===== src/rtl/controller_pkg.sv =====
// Shared definitions for the gamepad poller: FSM states, button bit
// positions inside a pad byte, and the CPU register offsets of the two pads.
package controller_pkg;

    typedef enum logic [1:0] {
        ST_IDLE   = 2'd0,
        ST_LATCH  = 2'd1,
        ST_SHIFT  = 2'd2,
        ST_COMMIT = 2'd3
    } ctrl_state_t;

    // First serial bit lands in bit 7, last in bit 0. Pressed reads as 1.
    localparam int BTN_A      = 7;
    localparam int BTN_B      = 6;
    localparam int BTN_SELECT = 5;
    localparam int BTN_START  = 4;
    localparam int BTN_UP     = 3;
    localparam int BTN_DOWN   = 2;
    localparam int BTN_LEFT   = 1;
    localparam int BTN_RIGHT  = 0;

    // Value of cpu_address_lsb that selects each pad.
    localparam logic PAD0_OFS = 1'b0;
    localparam logic PAD1_OFS = 1'b1;

endpackage


===== src/rtl/sync_2ff_m.sv =====
// Two-flop synchronizer for asynchronous level inputs.
module sync_2ff_m #(
    parameter int             W       = 1,
    parameter logic [W-1:0]   RST_VAL = '0
) (
    input  logic         clk,
    input  logic         rst_n,
    input  logic [W-1:0] d,
    output logic [W-1:0] q
);

    logic [W-1:0] meta_q;
    logic [W-1:0] sync_q;

    // Two back-to-back stages to resolve metastability.
    always_ff @(posedge clk or negedge rst_n) begin
        if (!rst_n) begin
            meta_q <= RST_VAL;
            sync_q <= RST_VAL;
        end else begin
            meta_q <= d;
            sync_q <= meta_q;
        end
    end

    assign q = sync_q;

endmodule


===== src/rtl/controller_interface_m.sv =====
// Polls two NES-style serial pads once per frame and exposes their button
// bytes to the CPU. Both pad bytes are committed together in one cycle.
module controller_interface_m
    import controller_pkg::*;
#(
    parameter int DIV = 64
) (
    input  logic       clk_12_5875,
    input  logic       rst_B,
    input  logic       vblank_irq_B,
    input  logic       SELECT_controller,
    input  logic       cpu_address_lsb,
    input  logic [1:0] ctrl_data_B,
    output logic       ctrl_latch,
    output logic       ctrl_clk,
    output logic [7:0] data_out,
    output logic       poll_busy
);

    localparam int            CW      = $clog2(DIV);
    localparam logic [CW-1:0] PH_LAST = CW'(DIV - 1);
    // Capture on the edge that opens the last low cycle of a bit slot.
    localparam logic [CW-1:0] PH_SAMP = CW'(DIV - 2);

    ctrl_state_t   state_q, state_d;
    logic [CW-1:0] ph_q, ph_d;
    logic          hi_q, hi_d;
    logic [2:0]    bit_q, bit_d;
    logic [7:0]    sr0_q, sr0_d, sr1_q, sr1_d;
    logic [7:0]    pad0_q, pad0_d, pad1_q, pad1_d;
    logic          vb_q, vb_d, vb_prev_q, vb_prev_d;
    logic [1:0]    data_sync;

    // Idle pad lines are high (not pressed), so the synchronizer resets to 1s.
    sync_2ff_m #(.W(2), .RST_VAL(2'b11)) u_sync (
        .clk   (clk_12_5875),
        .rst_n (rst_B),
        .d     (ctrl_data_B),
        .q     (data_sync)
    );

    // State register and all datapath flops.
    always_ff @(posedge clk_12_5875 or negedge rst_B) begin
        if (!rst_B) begin
            state_q   <= ST_IDLE;
            ph_q      <= '0;
            hi_q      <= 1'b0;
            bit_q     <= 3'd0;
            sr0_q     <= 8'h00;
            sr1_q     <= 8'h00;
            pad0_q    <= 8'h00;
            pad1_q    <= 8'h00;
            vb_q      <= 1'b1;
            vb_prev_q <= 1'b1;
        end else begin
            state_q   <= state_d;
            ph_q      <= ph_d;
            hi_q      <= hi_d;
            bit_q     <= bit_d;
            sr0_q     <= sr0_d;
            sr1_q     <= sr1_d;
            pad0_q    <= pad0_d;
            pad1_q    <= pad1_d;
            vb_q      <= vb_d;
            vb_prev_q <= vb_prev_d;
        end
    end

    // Next-state logic: latch pulse, eight clocked bit slots, then one commit.
    always_comb begin
        state_d   = state_q;
        ph_d      = ph_q;
        hi_d      = hi_q;
        bit_d     = bit_q;
        sr0_d     = sr0_q;
        sr1_d     = sr1_q;
        pad0_d    = pad0_q;
        pad1_d    = pad1_q;
        vb_d      = vblank_irq_B;
        vb_prev_d = vb_q;
        case (state_q)
            ST_IDLE: begin
                ph_d  = '0;
                hi_d  = 1'b0;
                bit_d = 3'd0;
                // Triggers outside IDLE are simply never looked at.
                if (vb_prev_q && !vb_q) state_d = ST_LATCH;
            end
            ST_LATCH: begin
                if (ph_q == PH_LAST) begin
                    ph_d    = '0;
                    state_d = ST_SHIFT;
                end else begin
                    ph_d = ph_q + 1'b1;
                end
            end
            ST_SHIFT: begin
                if (!hi_q && ph_q == PH_SAMP) begin
                    sr0_d = {sr0_q[6:0], ~data_sync[0]};
                    sr1_d = {sr1_q[6:0], ~data_sync[1]};
                end
                if (ph_q == PH_LAST) begin
                    ph_d = '0;
                    if (hi_q) begin
                        hi_d = 1'b0;
                        if (bit_q == 3'd7) state_d = ST_COMMIT;
                        else               bit_d   = bit_q + 3'd1;
                    end else begin
                        hi_d = 1'b1;
                    end
                end else begin
                    ph_d = ph_q + 1'b1;
                end
            end
            ST_COMMIT: begin
                pad0_d  = sr0_q;
                pad1_d  = sr1_q;
                state_d = ST_IDLE;
            end
            default: state_d = ST_IDLE;
        endcase
    end

    assign ctrl_latch = (state_q == ST_LATCH);
    assign ctrl_clk   = (state_q == ST_SHIFT) && hi_q;
    assign poll_busy  = (state_q != ST_IDLE);

    // CPU read mux; bus floats to zero when the window is not decoded.
    always_comb begin
        data_out = 8'h00;
        if (SELECT_controller)
            data_out = (cpu_address_lsb == PAD1_OFS) ? pad1_q : pad0_q;
    end

endmodule


===== config.mk =====
export PLATFORM = sky130hd
export DESIGN_NAME = controller_interface_m
export DESIGN_NICKNAME = d
export VERILOG_FILES = /design/src/rtl/controller_pkg.sv /design/src/rtl/sync_2ff_m.sv /design/src/rtl/controller_interface_m.sv
export SDC_FILE = /design/constraint.sdc
export NUM_CORES = 1
export LEC_CHECK = 0
export ABC_AREA = 1
export BUFFER_PORTS_ARGS = -buffer_cell sky130_fd_sc_hd__buf_2
export CAP_MARGIN = 20
export CORE_ASPECT_RATIO = 2
export CORE_MARGIN = 3
export CORE_UTILIZATION = 44
export DETAILED_ROUTE_END_ITERATION = 8
export PLACE_DENSITY = 0.65
export SYNTH_ARGS = -nofsm -noshare
export SYNTH_HDL_FRONTEND = slang
export SYNTH_SLANG_ARGS = --single-unit

===== constraint.sdc =====
create_clock -name clk_12_5875 -period 1.3 [get_ports clk_12_5875]
set_input_delay 0.065 -clock clk_12_5875 [delete_from_list [all_inputs] [get_ports clk_12_5875]]
set_output_delay 0.065 -clock clk_12_5875 [all_outputs]
set_load 0.02 [all_outputs]

**Yosys cells after proc, flatten, opt, wreduce, memory -nomap -nowiden**

Index checks and enable logic that the tools add are counted.
Widths: inputs -> output; s select.

- $add $sub $neg: 2
- $mul: 0
- Divide/modulo/power cells: 0
- Order comparisons: 0
- Eq/ne operators: 12
- Shift-type cells: 0
- Muxes and demuxes: 17
- Bitwise logic cells: 2
- Reductions and logical operators: 14

Operator list:

| cell | count |
|---|---|
| $mux 8 | 2 |
| $eq 6x6->1 const B | 2 |
| $pmux 6 s2 | 1 |
| $mux 2 | 5 |
| $ne 2x2->1 const B | 5 |
| $mux 3 | 3 |
| $pmux 2 s4 | 1 |
| $add 6x1->6 const B | 1 |
| $mux 6 | 1 |
| $pmux 3 s2 | 1 |
| $reduce_bool 2->1 | 3 |
| $reduce_and 5->1 | 1 |
| $eq 2x2->1 const B | 2 |
| $reduce_and 2->1 | 2 |
| $reduce_and 4->1 | 1 |
| $add 3x1->3 const B | 1 |
| $eq 3x3->1 const B | 1 |
| $logic_and 1x1->1 | 3 |
| $eq 2x1->1 const B | 1 |
| $logic_not 1->1 | 2 |
| $logic_not 2->1 | 1 |
| $mux 1 | 2 |
| $ne 2x1->1 const B | 1 |
| $not 1->1 | 2 |
| 2 further kinds | 2 |

- Register bits after elaboration: 50
- Bits in latches: 0
- Bits in writable memories: 0
- ROM bits: 0
- Bits of input ports: 7
- Output and inout port bits: 11
- Memories kept: 0

**Logic depth before layout (Yosys ltp)**

- Depth after elaboration: 5
- Gate-level depth with buffers: 9
- Depth with buffers taken out: 9

**By module**

Synthesis repeated with hierarchy kept, for this count alone.

- Cell total of the unflattened synthesis: 246
- Area, all modules: 2298.5 um^2

Modules (own cells, without submodules):

| module | instances | cells each | area each (um^2) |
|---|---|---|---|
| controller_interface_m | 1 | 242 | 2193.4 |
| sync_2ff_m | 1 | 4 | 105.1 |

**Least setup slack after synthesis**

Ideal clock, no wire load.

- Kind: reg2reg
- Start: reg state_q[0]
- End: reg bit_q[0]
- Arrival time: 1.292 ns
- Data required time: 1.179 ns
- Path slack: -0.112 ns
- Stages on the path, launching flop included: 8
- Path buffers: 1
- Period minus slack after synthesis: 1.412 ns
- Path through: dfrtp_1 > inv_1 > ha_1 > buf_4 > o21ai_0 > nand3_4 > nand2_1 > o21ai_1

- Word-level cells in the longest chain between the ends: 3
- Elaborated cells on any way between the ends: 8

RTL lines:

| element | line | RTL |
|---|---|---|
| from (decl) | controller_interface_m.sv:25 | `ctrl_state_t state_q, state_d;` |
| from (signal assigned) | controller_interface_m.sv:56 | `state_q <= state_d;` |
| $eq 2x2->1 or $logic_not 2->1 (tied branches) | controller_interface_m.sv:81 | `case (state_q)` |
| $ne 2x2->1 (no source line) or $reduce_bool 2->1 (tied branches) | - |  |
| $reduce_and 4->1 (no source line) | - |  |
| to (signal assigned) | controller_interface_m.sv:59 | `bit_q <= bit_d;` |
| to (decl) | controller_interface_m.sv:28 | `logic [2:0] bit_q, bit_d;` |

Parallel ways exist; a longest one is shown, timed or not.
A chain may end at the register's enable or synchronous reset.

**Worst setup path in the final report**

- Start: reg state_q[1]
- End: out ctrl_clk

- Word-level cells in the longest chain between the ends: 2

RTL lines:

| element | line | RTL |
|---|---|---|
| $eq 2x2->1 | controller_interface_m.sv:125 | `assign ctrl_clk = (state_q == ST_SHIFT) && hi_q;` |
| $logic_and 1x1->1 | controller_interface_m.sv:125 |  |
| to (decl) | controller_interface_m.sv:15 | `output logic ctrl_clk,` |

Every way passes these cells.

==> impl_metrics.csv <==
group,metric,value,unit
power,powerDensity,1632,nW/um^2
yosys,syn_area,2307,um^2
sta,setup_viol,12,
yosys,syn_nets,259,
clocking,h-tree-depth,2,
clocking,cts_buffers,5,
worst_hold_path,hold_class,"input pin to asynchronous set/reset pin",
floorplanning,row_count,36,
cells_and_area,diodes,0,
flow_run,max_cap_violations,0,
clocking,insertion_delay,0.30,ns
yosys,syn_inst,244,
sta,period_needed,1.362,ns
yosys,synth_enable_flop_cells,0,
power,ir_drop,1362,uV
clocking,root_buffer,"clkbuf_8",
worst_setup_path,start_kind,"register",
cells_and_area,area_growth,26.68,%
yosys,async_reset_ff_share,100.0,%
sta,finalCritPeriodShare,104.8,%
sta,fmax,734.0,MHz
yosys,yosysWarnings,0,
worst_setup_path,cp.arrival,1.30,ns
sta,grt_setup_unrepaired,"yes",
grt,overflow,0,
sta,report.final.slew_viol_count,0,
clocking,cts_tree,"yes",
outcome,status,"finished, violations left",
yosys,ys_types,27,
place,place_congestion,0.7560,
clocking,cts.path.max_buffers,2,
worst_setup_path,path_max_fanout,6,
cells_and_area,final_core_util,58.99,%
floorplanning,die_w,57.21,um
sta,setup_ws,-0.06242,ns
sta,relSlewSlack,76.83,%
yosys,seq_area_frac_synth,54.56,%
drt,num_vias,1669,
worst_setup_path,r2r_slack,-0.06,ns
drt,postRouteAntennaNets,0,
grt,grt_antenna_before_repair,0,
drt,drtIter0Drc,36,
grt,grt_max_degree,28,
cells_and_area,final_layout_size_suffix_gt1_share,41.40,%
floorplanning,core,4955,um^2
cells_and_area,nNetsFinal,299,
sta,tightest_slew,0.3475,ns
clocking,clkSinkCount,50,
worst_setup_path,r2r_cells,8,
power,p_leak,1.366,nW
floorplanning,io_pins,18,
drt,wirelength,4.464,mm
yosys,syn_area_per_cell,9.456,um^2
grt,grt_pass1_vias,1730,
yosys,synth-seq-cells,50,
worst_setup_path,end_kind,"output port",
grt,track_usage,15.46,%
place,hpwlAfterDp,2.970,mm
worst_setup_path,reg2reg_from,"ph_q[0]",
drt,drt_first_pass_iters,4,
sta,hold_viol,0,
sta,tns,-0.3409,ns
yosys,synth_flop_cell,"dfrtp_1",
floorplanning,die_h,108.4,um
power,power,4.769,mW
drt,post_drt_wl_per_cell,13.05,um
floorplanning,start_util,46.57,%
outcome,violations,"negative setup slack",
sta,clock_skew,0.005448,ns
floorplanning,die_area,6201,um^2
worst_setup_path,critPathKind,"register to output port",
drt,vias_per_cell,4.880,
grt,grt_pass1_wl,7.458,mm
clocking,clkTransAtPathRegs,0.09,ns
worst_setup_path,reg2reg_to,"bit_q[1]",
drt,drcViolationCount,0,
place,port_buffers,17,
worst_setup_path,cp.required,1.24,ns
-- placed cells by master, fill, tap and decap left out, drive strengths merged --
cell,count
o21ai,39
nand3,6
o21bai,1
buf,37
xnor2,1
dfrtp,44
nand2,64
nand4,1
dfstp,6
or2,1
clkinv,1
a21boi,1
clkbuf,5
a21oi,14
dlygate4sd3,4
ha,8
bufinv,1
inv,33
xor2,1
nor2,17
-- worst max-delay path, stage by stage, from the launching register on --
cell	delay, ns
dfrtp_2	0.45
buf_6	0.13
ha_4	0.19
nand2_2	0.07
inv_2	0.03
buf_6	0.12
-- state kept, by name (all words and copies together), names as in the netlist --
signal         flops
pad1_q             8
vb_prev_d          1
sr0_q              8
vb_prev_q          1
sr1_q              8
ph_q               6
u_sync.q           2
bit_q              3
hi_q               1
state_q            2
u_sync.meta_q      2
pad0_q             8
-- metal layers --
metal / wire (um) / GRT usage [%] / vias up
met5: 0 / 0 / -
met4: 136 / 6.965 / 0
met3: 101 / 2.509 / 10
met2: 2492 / 28.89 / 25
met1: 1735 / 16.46 / 788
li1: - / - / 846
-- how the worst max path moves through the flow --
stage	cells after the start	startpoint	end	slack [ns]
6_report	5	state_q[1]	ctrl_clk	-0.06
5_1_grt	5	state_q[1]	ctrl_clk	-0.13
4_1_cts	5	state_q[1]	ctrl_clk	-0.04
3_5_place_dp	7	state_q[0]	bit_q[1]	-0.12
3_3_place_gp	8	bit_q[0]	bit_q[1]	-0.07
2_1_floorplan	7	state_q[0]	bit_q[0]	-0.02
-- through the flow --
step	instances	hold WS (ns)	instance area, um^2	setup WS (ns)
floorplan	244	-0.2306	2310	-0.01939
global placement	323	0.08390	2519	-0.07429
detailed placement	323	0.08822	2519	-0.1210
CTS	340	0.2889	2794	-0.03850
global route	342	0.3008	2923	-0.1267
finish	342	0.2800	2923	-0.06242
-- area by class of cell --
class                      instances  area, um^2
tap                               57       71.32
inverter                          32       122.6
clock buffer                       5       68.82
multi-input combinational        154        1023
clock inverter                     3       43.79
timing repair buffer              41       332.8
sequential                        50        1260
fill                             448        2032
-- power breakdown --
| group | internal (mW) | leakage [nW] | switching (mW) |
|---|---|---|---|
| Sequential | 1.67 | 0.670 | 0.102 |
| Combinational | 0.836 | 0.638 | 1.05 |
| Clock | 0.577 | 0.0585 | 0.531 |
| Total | 3.09 | 1.37 | 1.68 |
-- cells by family (layout without fill, tap and decap cells) --
kind of cell | count (synthesis) | after routing | synth area share, %
xor gates and xnor gates | 2 | 2 | 0.7594
AOI/OAI and AO/OA | 55 | 55 | 15.24
DFF | 50 | 50 | 54.56
adders and majority gates | 8 | 8 | 4.339
buffers and inverters | 40 | 81 | 7.700
and+or+nand+nor | 89 | 89 | 17.41
-- cells in the mapped netlist, drive strengths merged (3+ instances only) --
cell type	n	share of area, %
nand2	64	11
nand3	6	1.8
ha	8	4.3
o21ai	39	10
clkbuf	3	0.49
dfrtp	44	48
buf	5	2.0
inv	32	5.2
a21oi	14	3.9
dfstp	6	6.8
nor2	17	3.5
-- timing repair --
item | in CTS | in global routing
gates cloned | 0 | 0
endpoints found under the hold margin | 47 | 0
pin swaps | 3 | 11
setup endpoints to repair | 25 | 31
gates resized for setup | 28 | 36
buffers inserted | 5 | 2
hold buffers | 4 | 0
(Power assumes the default switching activity.)
